**src/rtl/fib_seq_ctrl.sv**
```systemverilog
// Sequencer for the 8-bit Fibonacci datapath: clear, paced steps, valid/ready term output.
// Optional build macro FIB_OVF_STOP_EN: end the sequence on wrap instead of presenting the wrapped term.
module fib_seq_ctrl #(
    parameter int unsigned      CNT_W      = 20,
    parameter logic [CNT_W-1:0] DECIMATION = CNT_W'(20),
    parameter int unsigned      DATA_W     = 8,
    parameter int unsigned      TERMS_W    = 8
) (
    input  logic               clk,
    input  logic               reset,
    input  logic               start,
    input  logic               abort,
    input  logic [TERMS_W-1:0] n_terms,
    output logic               fib_clr,
    output logic               fib_step,
    input  logic [DATA_W-1:0]  fib_val,
    output logic [DATA_W-1:0]  out_data,
    output logic               out_valid,
    input  logic               out_ready,
    output logic [TERMS_W-1:0] term_idx,
    output logic               busy,
    output logic               done,
    output logic               ovf
);

    // A zero gap would never let WAIT expire, so it behaves like a gap of one.
    localparam logic [CNT_W-1:0] CNT_LAST =
        (DECIMATION == '0) ? '0 : DECIMATION - CNT_W'(1);

    typedef enum logic [2:0] {
        ST_IDLE = 3'd0,
        ST_CLR  = 3'd1,
        ST_LOAD = 3'd2,
        ST_HOLD = 3'd3,
        ST_WAIT = 3'd4,
        ST_STEP = 3'd5,
        ST_DONE = 3'd6
    } state_t;

    state_t             state_q;
    state_t             state_d;
    logic [CNT_W-1:0]   cnt_q;
    logic [CNT_W-1:0]   cnt_d;
    logic [TERMS_W-1:0] idx_q;
    logic [TERMS_W-1:0] idx_d;
    logic [TERMS_W-1:0] nlat_q;
    logic [TERMS_W-1:0] nlat_d;
    logic [DATA_W-1:0]  data_q;
    logic [DATA_W-1:0]  data_d;
    logic               ovf_q;
    logic               ovf_d;

    logic               start_ok_c;
    logic               hs_c;
    logic               last_c;
    logic               wrap_c;
    logic               gap_end_c;

    // Qualified events used by both the next-state and datapath logic.
    always_comb begin
        start_ok_c = start && !abort;
        hs_c       = (state_q == ST_HOLD) && out_ready;
        last_c     = (idx_q == (nlat_q - TERMS_W'(1)));
        wrap_c     = (idx_q != '0) && (fib_val < data_q);
        gap_end_c  = (cnt_q == CNT_LAST);
    end

    // State register.
    always_ff @(posedge clk or negedge reset) begin
        if (!reset) begin
            state_q <= ST_IDLE;
        end else begin
            state_q <= state_d;
        end
    end

    // Next-state logic; abort overrides everything outside IDLE.
    always_comb begin
        state_d = state_q;
        if (abort && (state_q != ST_IDLE)) begin
            state_d = ST_IDLE;
        end else begin
            unique case (state_q)
                ST_IDLE: begin
                    if (start_ok_c) begin
                        state_d = (n_terms == '0) ? ST_DONE : ST_CLR;
                    end
                end
                ST_CLR:  state_d = ST_LOAD;
                ST_LOAD: begin
`ifdef FIB_OVF_STOP_EN
                    state_d = wrap_c ? ST_DONE : ST_HOLD;
`else
                    state_d = ST_HOLD;
`endif
                end
                ST_HOLD: begin
                    if (hs_c) begin
                        state_d = last_c ? ST_DONE : ST_WAIT;
                    end
                end
                ST_WAIT: begin
                    if (gap_end_c) begin
                        state_d = ST_STEP;
                    end
                end
                ST_STEP: state_d = ST_LOAD;
                ST_DONE: state_d = ST_IDLE;
                default: state_d = ST_IDLE;
            endcase
        end
    end

    // Moore outputs decoded from the registered state.
    always_comb begin
        fib_clr   = 1'b0;
        fib_step  = 1'b0;
        out_valid = 1'b0;
        done      = 1'b0;
        busy      = (state_q != ST_IDLE);
        unique case (state_q)
            ST_CLR:  fib_clr   = 1'b1;
            ST_STEP: fib_step  = 1'b1;
            ST_HOLD: out_valid = 1'b1;
            ST_DONE: done      = 1'b1;
            default: ;
        endcase
    end

    // Datapath next values: counter, term index, latched length, term and wrap flag.
    always_comb begin
        cnt_d  = cnt_q;
        idx_d  = idx_q;
        nlat_d = nlat_q;
        data_d = data_q;
        ovf_d  = ovf_q;
        if (!abort) begin
            unique case (state_q)
                ST_IDLE: begin
                    if (start_ok_c) begin
                        nlat_d = n_terms;
                        ovf_d  = 1'b0;
                    end
                end
                ST_CLR: idx_d = '0;
                ST_LOAD: begin
`ifdef FIB_OVF_STOP_EN
                    // The wrapped term is never presented, so it is not captured either.
                    if (wrap_c) begin
                        ovf_d = 1'b1;
                    end else begin
                        data_d = fib_val;
                    end
`else
                    data_d = fib_val;
                    if (wrap_c) begin
                        ovf_d = 1'b1;
                    end
`endif
                end
                ST_HOLD: begin
                    if (hs_c) begin
                        cnt_d = '0;
                        if (!last_c) begin
                            idx_d = idx_q + TERMS_W'(1);
                        end
                    end
                end
                ST_WAIT: cnt_d = cnt_q + CNT_W'(1);
                default: ;
            endcase
        end
    end

    // Datapath registers.
    always_ff @(posedge clk or negedge reset) begin
        if (!reset) begin
            cnt_q  <= '0;
            idx_q  <= '0;
            nlat_q <= '0;
            data_q <= '0;
            ovf_q  <= 1'b0;
        end else begin
            cnt_q  <= cnt_d;
            idx_q  <= idx_d;
            nlat_q <= nlat_d;
            data_q <= data_d;
            ovf_q  <= ovf_d;
        end
    end

    assign out_data = data_q;
    assign term_idx = idx_q;
    assign ovf      = ovf_q;

endmodule

```
**config.mk**
```make
export PLATFORM = sky130hd
export DESIGN_NAME = fib_seq_ctrl
export DESIGN_NICKNAME = d
export VERILOG_FILES = /design/src/rtl/fib_seq_ctrl.sv
export SDC_FILE = /design/constraint.sdc
export NUM_CORES = 1
export LEC_CHECK = 0
export BUFFER_PORTS_ARGS = -buffer_cell sky130_fd_sc_hd__buf_2
export CORE_MARGIN = 1.5
export CORE_UTILIZATION = 40
export CTS_CLUSTER_DIAMETER = 100
export DETAILED_ROUTE_END_ITERATION = 12
export PLACE_DENSITY = 0.68
export SLEW_MARGIN = 40
export SYNTH_ARGS = -nofsm -noshare
export SYNTH_HDL_FRONTEND = slang
export SYNTH_SLANG_ARGS = --single-unit
```
**constraint.sdc**
```tcl
create_clock -name clk -period 3.3 [get_ports clk]
set_input_delay 0.165 -clock clk [delete_from_list [all_inputs] [get_ports clk]]
set_output_delay 0.165 -clock clk [all_outputs]
set_load 0.05 [all_outputs]
```
# After elaboration in Yosys (flattened, before gate mapping)
# Index checks and enable logic that the tools add are counted.
[totals]
ff_bits = 48
in_bits = 21
output_inout_bits = 22
word_cells = 64
[op_classes]
n_addsub = 3
order_cmp = 1
eq_ne = 15
n_mux = 19
bitwise_logic = 1
reduce_logical = 19
[ops]
columns = ["operator", "count"]
rows = [
  ["$pmux W20 S2", 1],
  ["$add A20 B1 Y20 const B", 1],
  ["$eq A20 B5 Y1 const B", 1],
  ["$mux W20", 1],
  ["$mux W8", 2],
  ["$pmux W8 S2", 1],
  ["$mux W3", 5],
  ["$pmux W3 S5", 1],
  ["$eq A3 B3 Y1 const B", 3],
  ["$reduce_and A3 Y1", 3],
  ["$add A8 B1 Y8 const B", 1],
  ["$eq A8 B8 Y1", 1],
  ["$logic_not A8 Y1", 1],
  ["$lt A8 B8 Y1", 1],
  ["$ne A2 B2 Y1 const B", 4],
  ["$reduce_and A4 Y1", 2],
  ["$reduce_bool A8 Y1", 1],
  ["$sub A8 B1 Y8 const B", 1],
  ["$eq A3 B2 Y1 const B", 2],
  ["$mux W1", 6],
  ["$ne A3 B3 Y1 const B", 2],
  ["$reduce_bool A2 Y1", 3],
  ["$logic_and A1 B1 Y1", 4],
  ["$eq A3 B1 Y1 const B", 1],
  ["other kinds (9)", 9],
]

# Longest topological paths before layout
[logic_depth]
word_depth = 6
mapped_depth = 8
mapped_depth_nobuf = 8

# Worst setup path before layout
# Ideal clock, no wire load.
[synth_path]
kind = "register to register"
from = "register state_q[0]"
to = "register idx_q[0] (netlist: term_idx[0])"
setup_time_ns = 0.155
arrival_ns = 2.366
required_ns = 3.145
slack_ns = 0.779
path_stages_with_launch = 7
n_path_buf = 2
period_less_slack_ns = 2.521
path_cell_list = "dfrtp_1 -> clkbuf_1 -> nor3b_1 -> nand2b_1 -> clkbuf_1 -> nand2_1 -> mux2i_1"
[synth_between]
elab_chain_cells = 4
word_cells_on_any_way = 8
classes_between = "eq/ne: 4; mux: 1; reduce/logical: 3"
[synth_rtl]
columns = ["item", "line_no", "rtl"]
rows = [
  ["from (decl)", "40", "state_t state_q;"],
  ["from (signal assigned)", "73", "state_q <= state_d;"],
  ["$eq A3 B2 Y1", "62, 138", ""],
  ["$logic_and A1 B1 Y1", "62", "hs_c = (state_q == ST_HOLD) && out_ready;"],
  ["$ne A2 B2 Y1 (no source line)", "n/a", ""],
  ["$reduce_and A4 Y1 (no source line)", "n/a", ""],
  ["to (signal assigned)", "185", "idx_q <= idx_d;"],
  ["to (decl)", "44", "logic [TERMS_W-1:0] idx_q;"],
]
# Parallel ways exist; a longest one is shown, timed or not.
# A chain may end at the register's enable or synchronous reset.

# Worst setup path in the final report
[layout_path]
from = "register nlat_q[2]"
to = "register idx_q[7] (netlist: term_idx[7])"
[layout_between]
elab_chain_cells = 4
[layout_rtl]
columns = ["item", "line_no", "rtl"]
rows = [
  ["from (decl)", "46", "logic [TERMS_W-1:0] nlat_q;"],
  ["from (signal assigned)", "186", "nlat_q <= nlat_d;"],
  ["$sub A8 B1 Y8", "63", "last_c = (idx_q == (nlat_q - TERMS_W'(1)));"],
  ["$eq A8 B8 Y1", "63", ""],
  ["$ne A2 B2 Y1 (no source line)", "n/a", ""],
  ["$reduce_and A4 Y1 (no source line)", "n/a", ""],
]
# No other way between the ends.

==> metrics.log <==
INFO  metric drt_wl_total = 5970 um
INFO  metric first_global_vias = 2,290
INFO  metric grt_start_max_net_pins = 29
INFO  metric drt-vias-per-instance = ~5.3
INFO  metric number_of_antenna_violations_at_the_first_check_in_global_routing = 0
INFO  metric antenna_cells_inserted = 0
INFO  metric chip_width = 86.8 um
INFO  metric rsz_0062_raised_after_global_routing = no
INFO  metric critical_path_arrival = roughly 2.6 ns
INFO  metric worst_vdd_ir = between 400 and 500 uV
INFO  metric max_cap_viol_count = 0
INFO  metric clock_sinks = 48
INFO  metric core_util_final = a little under half
INFO  metric ctsLongestPathBuffers = 2
INFO  metric die-area = approximately 0.0075 mm^2
INFO  metric holdCritPathClass = in2reg
INFO  metric ys_async_sr_fraction = 100%
INFO  metric post-route-min-period = ~2.4 ns
INFO  metric cp_slowest_cell = a2111oi_1
INFO  metric finClkSkew = about 0.0084 ns
INFO  metric setup_viol = 0
INFO  metric finalWeightedCongestion = roughly 0.84
INFO  metric synth_cell_area = 0.00281 mm^2
INFO  metric io-pin-count = 43
INFO  metric preCtsSetupSlack = ~0.97 ns
INFO  metric grt_util_met3 = slightly below 4%
INFO  metric fp-row-count = 30
INFO  metric slew_headroom = 50.5%
INFO  metric dr.pass1.iters = 4
INFO  metric worstPathMaxFanout = 6
INFO  metric cts_tree = yes
INFO  metric clock_tree.htree_level_count = 2
INFO  metric initial_utilization = 41.3%
INFO  metric die_y = 86.8 um
INFO  metric timing_hold_violations_final = 0
INFO  metric detail_route.wl_per_cell = about 14 um
INFO  metric gr-max-usage-layer = met2
INFO  metric cts_hold_buffers = 1
INFO  metric initialDrtViolationCount = 90
INFO  metric grt_util_met2 = 28.0%
INFO  metric clkLatencyLatePin = approximately 0.30 ns
INFO  metric worstRegToRegCells = 6
INFO  metric outcome = finished, final reports clean
INFO  metric max_slew.worst_pin.slew = roughly 0.73 ns
INFO  metric static-leakage-power = between 0.001 and 0.0015 uW
INFO  metric critical_path.max_stage_delay = between 0.5 and 0.6 ns
INFO  metric grt.total_usage = between 15 and 20%
INFO  metric clk_pin_slew_worst_paths = 0.09 ns
INFO  metric worstPathCellList = nor4_1, a211oi_1, a211oi_2, o21ai_2, a2111oi_1, mux2i_1
INFO  metric cts_root_buffer = clkbuf_8
INFO  metric drive_gt1_share = between 10% and 20%
INFO  metric grt_first_pass_wirelength = ~11,000 um
INFO  metric synth_enable_flop_cells = 0
INFO  metric finalCritPeriodShare = 72.6%
INFO  metric globalRouteMet1Util = 24.3%
INFO  metric netlist_instances = 301
INFO  metric route.detailed.drc = 0
INFO  metric synthesis.yosys.warnings = 0
INFO  metric dr_total_vias = approximately 2,300
INFO  metric synthDistinctLibCells = between 40 and 50
INFO  metric ys_seq_area_share = 42.8%
INFO  metric synthesis.nets = around 330
INFO  metric cts_setup_buffers = 0
INFO  metric worst-endpoint-required = ~3.5 ns
INFO  metric worst-path-stages = 6
INFO  metric whs = between 0.08 and 0.09 ns
INFO  metric flow.area_growth_from_synthesis = 14.9%
INFO  metric critical_path_class = reg2reg
INFO  metric final.setup.tns = 0 ns
INFO  metric numPortBuffers = between 40 and 50
INFO  metric dp_hpwl = ~4500 um
INFO  metric start_kind = flip-flop
INFO  metric postSynthRegisterBits = 48
INFO  metric core = slightly below 0.007 mm^2
INFO  metric grt.overflow.total = 0
INFO  metric clock.fmax = 0.417 GHz
INFO  metric nNetsFinal = 377
INFO  metric pwr_density_cell = 569 mW/mm^2
INFO  metric hold_depth = 2
INFO  metric synth.avg_cell_area = 9.33 um^2
INFO  metric postRouteAntennaNets = 0
INFO  metric tritoncts.num_buffers = 5
INFO  metric layout.cell_area.non_filler = ~0.0032 mm^2
INFO  metric endpoint_kind = flip-flop
INFO  metric placement.cell_area = between 0.003 and 0.004 mm^2
INFO  metric finalMaxSlewViolations = 0
INFO  metric worst_slack = 0.903 ns
INFO  metric largest_delay_contributor_family_on_the_critical_path = compound AO/OA/AOI/OAI gates
INFO  metric critPathBufInv = 0
INFO  metric postSynth.topFlopCell = dfrtp_1
INFO  metric cts_resized = 0
-- stage by stage --
step / std cells / power [uW]
detailed placement: 433 / 1490
finish: 442 / 1840
global route: 442 / 1960
floorplan: 301 / 1310
global placement: 433 / 1470
CTS: 442 / 1860
-- sequential cells by signal, summed over array words and instances, names as in the netlist --
signal,cells
cnt_q,20
nlat_q,8
out_data,8
ovf,1
state_q,3
term_idx,8
-- layout by cell type (no fill, tap or decap), types with 3 or more instances in the layout --
cell type | synthesis | routed
a2111oi_1 | 3 | 3
a21oi_1 | 11 | 11
and2_1 | 3 | 3
and3_1 | 5 | 5
and4_1 | 4 | 4
buf_2 | 1 | 42
buf_4 | 0 | 3
clkbuf_8 | 0 | 6
dfrtp_1 | 48 | 48
ha_1 | 11 | 11
inv_1 | 18 | 18
mux2_1 | 8 | 8
mux2i_1 | 7 | 7
nand2_1 | 27 | 27
nand2b_1 | 5 | 5
nand3_1 | 13 | 13
nand4_1 | 7 | 7
nor2_1 | 31 | 31
nor3_1 | 6 | 6
nor3b_1 | 3 | 3
nor4_1 | 7 | 7
o21ai_0 | 4 | 4
o21ai_1 | 10 | 10
or3_1 | 4 | 4
or4_1 | 3 | 3
xnor2_1 | 14 | 14
xor2_1 | 13 | 13
-- kinds of logic (layout without fill, tap and decap cells) --
kind of cell,Yosys count,count (layout),synth area share (%)
AND/OR/NAND/NOR,123,123,22.3
flip-flops,48,48,42.8
AO/OA/AOI/OAI,46,46,11.1
buffers and inverters,29,74,3.92
XOR/XNOR,27,27,8.42
multiplexers,17,17,6.51
adder cells (fa/ha/maj),11,11,4.90
-- cell type report --
cell class | count | area [um^2]
clock buffer | 8 | 90.1
fill | 651 | 3570
inverter | 20 | 75.1
multi-input combinational | 224 | 1500
sequential | 48 | 1200
tap | 96 | 120
timing repair buffer | 46 | 243
-- cells in the mapped netlist (2+ instances only) --
library cell	count	share of area, %
or3_1	4	0.89
nand2_1	27	3.6
clkbuf_1	7	0.94
nor3b_1	3	0.80
mux2_2	2	0.80
a21oi_2	2	0.62
o21ai_0	4	0.71
and3_1	5	1.1
mux2i_1	7	2.5
nor3_1	6	1.1
a211oi_1	2	0.53
and4_1	4	1.2
nand3_1	13	2.3
nor4_1	7	1.6
o21ai_1	10	1.8
xor2_1	13	4.1
ha_1	11	4.9
inv_2	2	0.27
xnor2_1	14	4.4
mux2_1	8	3.2
or3b_1	2	0.62
a2111oi_1	3	1.1
and2_1	3	0.67
nand4_1	7	1.6
inv_1	18	2.4
nor2_1	31	4.1
dfrtp_1	48	43
or4_1	3	0.80
a21oi_1	11	2.0
nand2b_1	5	1.1
-- power by group --
group,internal [uW],total [uW],switching [uW],leakage [uW]
sequential,686,791,105,0.000634
clock,171,363,191,0.0000455
combinational,226,682,456,0.000788
-- worst reg2reg max path: stages, from the launching register on --
cell and delay (ns):
dfrtp_1 0.44, nor4_1 0.49, a211oi_1 0.15, a211oi_2 0.28
o21ai_2 0.15, a2111oi_1 0.53, mux2i_1 0.27
-- layer usage --
metal | vias to the layer above | part of all wire (%) | wire, um
met3 | 4 | 3.5 | 209
met5 | - | 0 | 0
met4 | 0 | 0.92 | 55
met2 | 35 | 48 | 2840
met1 | 1135 | 48 | 2860
li1 | 1154 | - | -
-- worst paths after layout --
| path | slack, ns | from | end |
|---|---|---|---|
| min reg2reg | 0.51 | ovf | ovf |
| max in group asynchronous | 2.15 | reset | cnt_q[17] |
| min | 0.09 | n_terms[1] | nlat_q[1] |
| min in group asynchronous | 0.42 | reset | term_idx[6] |
| max reg2reg | 0.90 | nlat_q[2] | term_idx[7] |
| max | 0.90 | nlat_q[2] | term_idx[7] |
Note: power is estimated with default switching activity, not from simulation.
